<file path="config.mk">
export PLATFORM = sky130hd
export DESIGN_NAME = action_string_decoder_flat
export DESIGN_NICKNAME = d
export VERILOG_FILES = /design/src/rtl/action_string_if.sv /design/src/rtl/action_string_decoder.sv /design/src/flat_wrapper.sv
export SDC_FILE = /design/constraint.sdc
export NUM_CORES = 1
export LEC_CHECK = 0
export ABC_AREA = 1
export CAP_MARGIN = 15
export CORE_MARGIN = 2
export CORE_UTILIZATION = 68
export CTS_CLUSTER_SIZE = 14
export DETAILED_ROUTE_END_ITERATION = 16
export DONT_BUFFER_PORTS = 1
export PLACE_DENSITY = 0.86
export SETUP_SLACK_MARGIN = 0.3
export SYNTH_ARGS = -nofsm -noshare
export SYNTH_HDL_FRONTEND = slang
export SYNTH_SLANG_ARGS = --single-unit
</file>
<file path="constraint.sdc">
create_clock -name clock -period 9.3 [get_ports clock]
set_input_delay 1.86 -clock clock [delete_from_list [all_inputs] [get_ports clock]]
set_output_delay 1.86 -clock clock [all_outputs]
set_load 0.01 [all_outputs]
</file>
<file path="src/rtl/action_string_if.sv">
// action_string_if: request/response bundle between an action-string producer and the decoder.
interface action_string_if;
  logic [63:0] action_string;
  logic        go;
  logic        ready;
  logic [2:0]  code;
  logic        valid;
  logic        busy;
  logic        done;
  logic        error;
  logic [5:0]  count;
  modport master (
    output action_string, go, ready,
    input  code, valid, busy, done, error, count
  );
  modport slave (
    input  action_string, go, ready,
    output code, valid, busy, done, error, count
  );
endinterface

</file>
<file path="src/rtl/action_string_decoder.sv">
// action_string_decoder: serially decodes unary-run action symbols (N ones then a zero) from a 64-bit string.
module action_string_decoder (
  input logic            clock,
  input logic            reset,
  action_string_if.slave bus
);
  typedef enum logic [2:0] {IDLE, SCAN, EMIT, DONE, ERR} state_t;
  state_t      state;
  logic [63:0] sr;
  logic [6:0]  idx;
  logic [2:0]  run;
  logic [2:0]  code;
  logic        valid;
  logic        busy;
  logic        done;
  logic        error;
  logic [5:0]  count;
  logic        last;
  assign last = idx == 7'd63;
  assign bus.code  = code;
  assign bus.valid = valid;
  assign bus.busy  = busy;
  assign bus.done  = done;
  assign bus.error = error;
  assign bus.count = count;
  always_ff @(posedge clock or posedge reset) begin
    if (reset) begin
      state <= IDLE;
      sr    <= '0;
      idx   <= '0;
      run   <= '0;
      code  <= '0;
      valid <= 1'b0;
      busy  <= 1'b0;
      done  <= 1'b0;
      error <= 1'b0;
      count <= '0;
    end else begin
      done <= 1'b0;
      case (state)
        IDLE: if (bus.go) begin
          sr    <= bus.action_string;
          idx   <= '0;
          run   <= '0;
          count <= '0;
          error <= 1'b0;
          busy  <= 1'b1;
          state <= SCAN;
        end
        SCAN: begin
          sr  <= {sr[62:0], 1'b0};
          idx <= idx + 7'd1;
          if (sr[63]) begin
            // a fifth one or a run still open at bit 0 cannot form a symbol
            if (run == 3'd4 || last) begin
              error <= 1'b1;
              busy  <= 1'b0;
              state <= ERR;
            end else begin
              run <= run + 3'd1;
            end
          end else if (run != 3'd0) begin
            code  <= run;
            valid <= 1'b1;
            run   <= '0;
            state <= EMIT;
          end else if (last) begin
            done  <= 1'b1;
            busy  <= 1'b0;
            state <= DONE;
          end
        end
        EMIT: if (bus.ready) begin
          code  <= '0;
          valid <= 1'b0;
          count <= count + 6'd1;
          if (idx[6]) begin
            done  <= 1'b1;
            busy  <= 1'b0;
            state <= DONE;
          end else begin
            state <= SCAN;
          end
        end
        default: state <= IDLE;
      endcase
    end
  end
endmodule

</file>
<file path="src/flat_wrapper.sv">
// flat-port wrapper written by rule: the top's interface ports become plain ports
module action_string_decoder_flat 
  (clock, reset, bus_action_string, bus_go, bus_ready, bus_code, bus_valid, bus_busy, bus_done, bus_error, bus_count);
  action_string_if bus_i ();
  input logic clock;
  input logic reset;
  input wire logic [$bits(bus_i.action_string)-1:0] bus_action_string;
  input wire logic [$bits(bus_i.go)-1:0] bus_go;
  input wire logic [$bits(bus_i.ready)-1:0] bus_ready;
  output wire logic [$bits(bus_i.code)-1:0] bus_code;
  output wire logic [$bits(bus_i.valid)-1:0] bus_valid;
  output wire logic [$bits(bus_i.busy)-1:0] bus_busy;
  output wire logic [$bits(bus_i.done)-1:0] bus_done;
  output wire logic [$bits(bus_i.error)-1:0] bus_error;
  output wire logic [$bits(bus_i.count)-1:0] bus_count;
  assign bus_i.action_string = bus_action_string;
  assign bus_i.go = bus_go;
  assign bus_i.ready = bus_ready;
  assign bus_code = bus_i.code;
  assign bus_valid = bus_i.valid;
  assign bus_busy = bus_i.busy;
  assign bus_done = bus_i.done;
  assign bus_error = bus_i.error;
  assign bus_count = bus_i.count;
  action_string_decoder u_core (.clock(clock), .reset(reset), .bus(bus_i));
endmodule
</file>
==> flow_summary_export.csv, run 1 <==
group,metric,value,unit
placement,place_congestion,0.882,
sta,final.period_utilization,0.348,
die,start_util,0.703,
setup_path,cpPeakStageDelay,530,ps
placement,port_buffers,0,
power,netSwitchingFraction,0.425,
power,switching_power,706,uW
cells_and_area,antenna_cells,0,
global_route,grt_pass1_vias,3449,
clocking,cts_resized,0,
synth,async_reset_ff_frac,1.00,
routing,wl_per_cell,14.3,um
die,io_pins,81,
sta,finalSetupTns,0,ps
clocking,cts_tree,"yes",
power,p_per_area,355,mW/mm2
sta,max_freq,309,MHz
power,clockPowerShare,0.190,
synth,synth_edf_count,0,
cells_and_area,layout-drive-gt1-share,0.0486,
die,die_h,85.0,um
sta,finClkSkew,12.8,ps
run,maxCapViolCount,0,
synth,ys_types,25,
setup_path,slowest_stage,"inv_2",
sta,relSlewSlack,0.404,
die,num_rows,29,
sta,final-hold-violation-count,0,
power,p_int,954,uW
global_route,grt_pass1_wl,15.8,mm
clocking,cts_setup_buffers,0,
global_route,grt-ovfl-total,0,
setup_path,required,9550,ps
power,p_leak,0.00243,uW
power,total_power,1660,uW
sta,final-max-slew-violation-count,0,
synth,synthesis.nets,657,
synth,synthTopCellsByCount,"nand2_1, dfrtp_1, o21ai_0",
global_route,grt_max_degree,104,
setup_path,worst-setup-path-type,"in -> reg",
setup_path,worst-path-buf-inv,2,
synth,synth.largest_area_cell,"dfrtp_1",
synth,synth.most_common_cell,"nand2_1",
power,pwr-share-seq,0.394,
cells_and_area,area.growth.synth_to_final,4.65,%
setup_path,arrival,3490,ps
die,die_w,85.0,um
power,irDropWorstVdd,0.443,mV
setup_path,end_kind,"flip-flop",
clocking,numClockSinks,90,
clocking,numCtsBuffers,9,
clocking,cts_max_path_buffers,2,
routing,drc_errors,0,
sta,tightestPinTransition,894,ps
cells_and_area,fin_util,0.736,
cells_and_area,nets,643,
sta,setup_viol,0,
sta,hold-worst-slack,478,ps
clocking,h-tree-depth,3,
routing,drtIter0Drc,339,
sta,fin_crit,3240,ps
routing,wl,9.33,mm
synth,yosys_warnings,0,
setup_path,crit_path_cell_trace,"nand3_4 > inv_2 > nor2_4 > inv_2 > nand3_1 > nand2_1 > nand2_1",
sta,rsz0062_at_grt,"false",
run_status,status,"complete, no violations",
routing,viasPerCell,5.68,
clocking,clkTransAtPathRegs,90,ps
setup_path,worst_setup_path_start_kind,"input pin",
worst_hold_path,worstHoldPathType,"reg -> reg",
synth,synth-main-ff-cell,"dfrtp_1",
power,power_frac_comb,0.416,
setup_path,critical-path-top-delay-family,"buffers and inverters",
synth,synthTopCellsByArea,"dfrtp_1, nand2_1, o21ai_0, inv_1, a21oi_1",
global_route,antenna_found_initial,0,
routing,ant_nets,0,
die,coreArea,0.00635,mm2
routing,firstDrtPassIters,5,
synth,synth_top_area_frac,0.504,
synth,syn_inst,585,
clocking,clockRootBuffer,"clkbuf_8",
setup_path,critPathMaxFanout,39,
clocking,clkLatencyLatePin,360,ps
die,die_area,0.00723,mm2
placement,dp_hpwl,5.76,mm
routing,vias,3709,
synth,netlist_area,0.00446,mm2
synth,yosysSeqAreaShare,0.504,
synth,avgSynthCellArea,7.63,um2
global_route,grt_usage,0.270,
synth,ys_ff_latch,90,
clocking,ctsHoldBuffers,0,
[through the flow]
stage | instances | setup slack, ps | cell area [um2]
2_1_floorplan | 585 | 5100 | 4460
6_report | 653 | 6060 | 4670
3_3_place_gp | 636 | 5760 | 4410
5_1_grt | 653 | 5880 | 4670
3_5_place_dp | 636 | 5710 | 4410
4_1_cts | 652 | 6100 | 4640
[cells in the final DEF, fill, tap and decap left out, types with 2 or more instances in the layout]
| master | synthesis | layout |
|---|---|---|
| o21ai_0 | 80 | 80 |
| nor2_1 | 41 | 41 |
| nand4_1 | 7 | 7 |
| a21oi_1 | 34 | 34 |
| clkbuf_8 | 0 | 9 |
| nand3_1 | 21 | 21 |
| bufinv_16 | 0 | 3 |
| xor2_1 | 2 | 2 |
| o22ai_1 | 2 | 2 |
| nor2_4 | 1 | 2 |
| clkinv_2 | 0 | 2 |
| a22o_1 | 2 | 2 |
| buf_4 | 6 | 3 |
| clkbuf_1 | 5 | 2 |
| dfrtp_1 | 90 | 90 |
| inv_2 | 3 | 3 |
| nand2_1 | 203 | 203 |
| ha_1 | 4 | 4 |
| inv_1 | 59 | 58 |
[path summary, 6_finish.rpt]
path | start | endpoint | slack (ps) | depth (start not counted)
max | bus_go | u_core.run[2] | 6060 | 7
min | u_core.sr[16] | u_core.sr[16] | 480 | 2
max reg2reg | u_core.state[1] | u_core.sr[39] | 6340 | 8
min reg2reg | u_core.sr[16] | u_core.sr[16] | 480 | 2
max in group asynchronous | reset | u_core.sr[54] | 7200 | 3
min in group asynchronous | reset | u_core.sr[34] | 1480 | 2
[power by group through the flow]
stage | logic, uW | clock network [uW] | registers (uW)
2_1_floorplan | 602 | 0 | 635
3_3_place_gp | 657 | 0 | 649
3_5_place_dp | 685 | 0 | 657
4_1_cts | 690 | 319 | 652
5_1_grt | 799 | 335 | 672
6_report | 691 | 316 | 653
[registers in the layout (all words and copies together) (netlist names), 3 cells and up]
register / flops
u_core.bus.code: 3
u_core.bus.count: 6
u_core.idx: 7
u_core.run: 3
u_core.sr: 64
u_core.state: 3
[worst register-to-register path, delay by kind of cell (launching register included)]
family        cells  cell delay (ps)
simple gates      5              640
buf+inv           3             1810
flops             1              450
[final cells by class]
class                      instances  area (um2)
clock buffer                      11         131
clock inverter                     5         103
fill                             480        1680
inverter                          62         234
multi-input combinational        404        1810
sequential                        90        2250
tap                               77        96.3
timing repair buffer               4        50.0
[routing by layer]
layer / GRT usage / vias to the layer above / share of wire
met2: 0.420 / 117 / 0.49
met5: 0 / - / 0
met4: 0.0909 / 0 / 0.014
met1: 0.386 / 1763 / 0.44
met3: 0.0545 / 16 / 0.062
li1: - / 1813 / -
[kinds of logic after synthesis]
group	after synthesis	synth area share
xor gates and xnor gates	2	0.00392
buffers and inverters	91	0.0922
adders and majority gates	4	0.0112
AOI/OAI and AO/OA	119	0.136
DFF	90	0.504
and+or+nand+nor	279	0.252
Note: power is estimated with default switching activity, not from simulation.
==> run 2, diff against run 1 <==
--- a/config.mk
+++ b/config.mk
@@ -8,11 +8,11 @@
 export ABC_AREA = 1
 export CAP_MARGIN = 15
 export CORE_MARGIN = 2
-export CORE_UTILIZATION = 68
+export CORE_UTILIZATION = 57
 export CTS_CLUSTER_SIZE = 14
 export DETAILED_ROUTE_END_ITERATION = 16
 export DONT_BUFFER_PORTS = 1
-export PLACE_DENSITY = 0.86
+export PLACE_DENSITY = 0.77
 export SETUP_SLACK_MARGIN = 0.3
 export SYNTH_ARGS = -nofsm -noshare
 export SYNTH_HDL_FRONTEND = slang
==> constraint.sdc (replaced) <==
create_clock -name clock -period 2.97 [get_ports clock]
set_input_delay 0.594 -clock clock [delete_from_list [all_inputs] [get_ports clock]]
set_output_delay 0.594 -clock clock [all_outputs]
set_load 0.01 [all_outputs]
==> flow_summary_export.csv, run 2 (same netlist as run 1, synthesis figures left out) <==
group,metric,value,unit
run_status,status,"complete, no violations",
worst_hold_path,worstHoldPathType,"in -> async",
sta,setup_viol,0,
run,maxCapViolCount,0,
die,die_area,0.00856,mm2
power,clockPowerShare,0.148,
setup_path,worst-path-buf-inv,1,
setup_path,crit_path_cell_trace,"nor2_4 > nand2_2 > buf_4 > nor2_2 > nand2_1 > nand3_1 > nand2_1 > nand2_1",
global_route,grt_pass1_vias,3408,
global_route,grt_pass1_wl,15.4,mm
die,die_h,92.5,um
cells_and_area,largest_reg_flops,64,
setup_path,rr_startpoint,"u_core.state[1]",
power,p_leak,0.00240,uW
sta,max_freq,519,MHz
die,io_pins,81,
sta,final-max-slew-violation-count,0,
clocking,clockRootBuffer,"clkbuf_8",
clocking,cts_max_path_buffers,2,
power,pwr-share-seq,0.416,
cells_and_area,top_regs,"u_core.sr (64), u_core.idx (7), u_core.bus.count (6)",
cells_and_area,antenna_cells,0,
die,num_rows,32,
cells_and_area,postLayoutCellArea,0.00463,mm2
routing,firstDrtPassIters,5,
clocking,cts_resized,0,
clocking,cts_setup_buffers,0,
power,power_frac_comb,0.437,
routing,wl_per_cell,13.4,um
placement,post_dp_cell_area,0.00447,mm2
clocking,numCtsBuffers,9,
routing,viasPerCell,5.31,
power,netSwitchingFraction,0.439,
cells_and_area,layout-drive-gt1-share,0.0520,
sta,hold-worst-slack,207,ps
power,switching_power,2150,uW
sta,relSlewSlack,0.430,
setup_path,r2r-end,"u_core.run[2]",
cells_and_area,num-fill-cells,711,
cells_and_area,fin_util,0.606,
setup_path,worst-setup-path-type,"reg -> reg",
sta,tightestPinTransition,856,ps
sta,fin_crit,1930,ps
setup_path,slowest_stage,"buf_4",
global_route,antenna_found_initial,0,
cells_and_area,area.growth.synth_to_final,3.78,%
sta,finalSetupTns,0,ps
clocking,ctsHoldBuffers,0,
clocking,clkLatencyLatePin,350,ps
placement,place_congestion,0.779,
setup_path,arrival,2170,ps
routing,ant_nets,0,
power,p_per_area,1060,mW/mm2
placement,dp_hpwl,5.85,mm
global_route,grt-ovfl-total,0,
routing,vias,3606,
clocking,cts_tree,"yes",
setup_path,cpPeakStageDelay,660,ps
setup_path,required,3210,ps
setup_path,critPathMaxFanout,102,
routing,drc_errors,0,
setup_path,end_kind,"flip-flop",
setup_path,path_common_cell,"nand2_1",
setup_path,critical-path-top-delay-family,"simple AND/OR/NAND/NOR gates",
cells_and_area,nets,646,
global_route,grt_usage,0.224,
sta,finClkSkew,5.57,ps
clocking,clkTransAtPathRegs,80,ps
cells_and_area,final_common_cell,"nand2_1",
routing,wl,9.08,mm
cells_and_area,regMostFlops,"u_core.sr",
setup_path,reg2reg_slack,1040,ps
setup_path,worst_setup_path_start_kind,"flip-flop",
global_route,grt_max_degree,103,
die,coreArea,0.00765,mm2
sta,final-hold-violation-count,0,
routing,drtIter0Drc,198,
setup_path,r2r_cells,8,
placement,port_buffers,0,
clocking,numClockSinks,90,
power,irDropWorstVdd,0.619,mV
clocking,h-tree-depth,3,
sta,final.period_utilization,0.649,
power,p_int,2750,uW
die,start_util,0.584,
sta,rsz0062_at_grt,"false",
cells_and_area,final_cell_mix,"nand2_1, dfrtp_1, o21ai_0",
die,die_w,92.5,um
## run 2: changes by cell type in the layout (fill, tap and decap cells not counted), sizes merged
cell / change
bufinv: -3
buf: +3
clkinvlp: +1
## run 2: stage by stage
stage / instances / worst slack, ps / power [uW]
after floorplan: 585 / 1330 / 3870
after global placement: 665 / 1120 / 4110
after detailed placement: 665 / 1060 / 4210
after CTS: 679 / 1040 / 4940
after global routing: 679 / 849 / 5390
final: 679 / 1040 / 4900
## run 2: how the worst max path moves through the flow
stage / start / slack [ps] / to / depth (start not counted)
after global placement: u_core.state[1] / 1120 / u_core.run[1] / 8
after CTS: u_core.state[1] / 1040 / u_core.run[2] / 8
after detailed placement: u_core.state[1] / 1060 / u_core.run[2] / 8
after global routing: u_core.state[1] / 850 / u_core.run[0] / 8
final: u_core.state[1] / 1040 / u_core.run[2] / 8
after floorplan: reset / 1330 / u_core.bus.busy / 1
## run 2: power groups by stage
stage	Clock, uW	Combinational (uW)	Sequential, uW
floorplan	0	1890	1990
global placement	0	2070	2040
CTS	747	2160	2040
finish	725	2140	2040
detailed placement	0	2150	2050
global route	786	2510	2100
## run 2: final cells by class
| class | count | area [um2] | share of cell area |
|---|---|---|---|
| Multi-Input combinational cell | 404 | 1810 | 0.390 |
| Sequential cell | 90 | 2250 | 0.486 |
| Clock inverter | 3 | 17.5 | 0.00378 |
| Timing Repair Buffer | 7 | 52.6 | 0.0113 |
| Clock buffer | 11 | 141 | 0.0305 |
| Tap cell | 102 | 128 | 0.0275 |
| Inverter | 62 | 236 | 0.0510 |
## run 2: layer usage
metal / share of wire / global-route usage
met4: 0.013 / 0.0883
met3: 0.047 / 0.0366
met2: 0.48 / 0.366
met5: 0 / 0
met1: 0.46 / 0.301
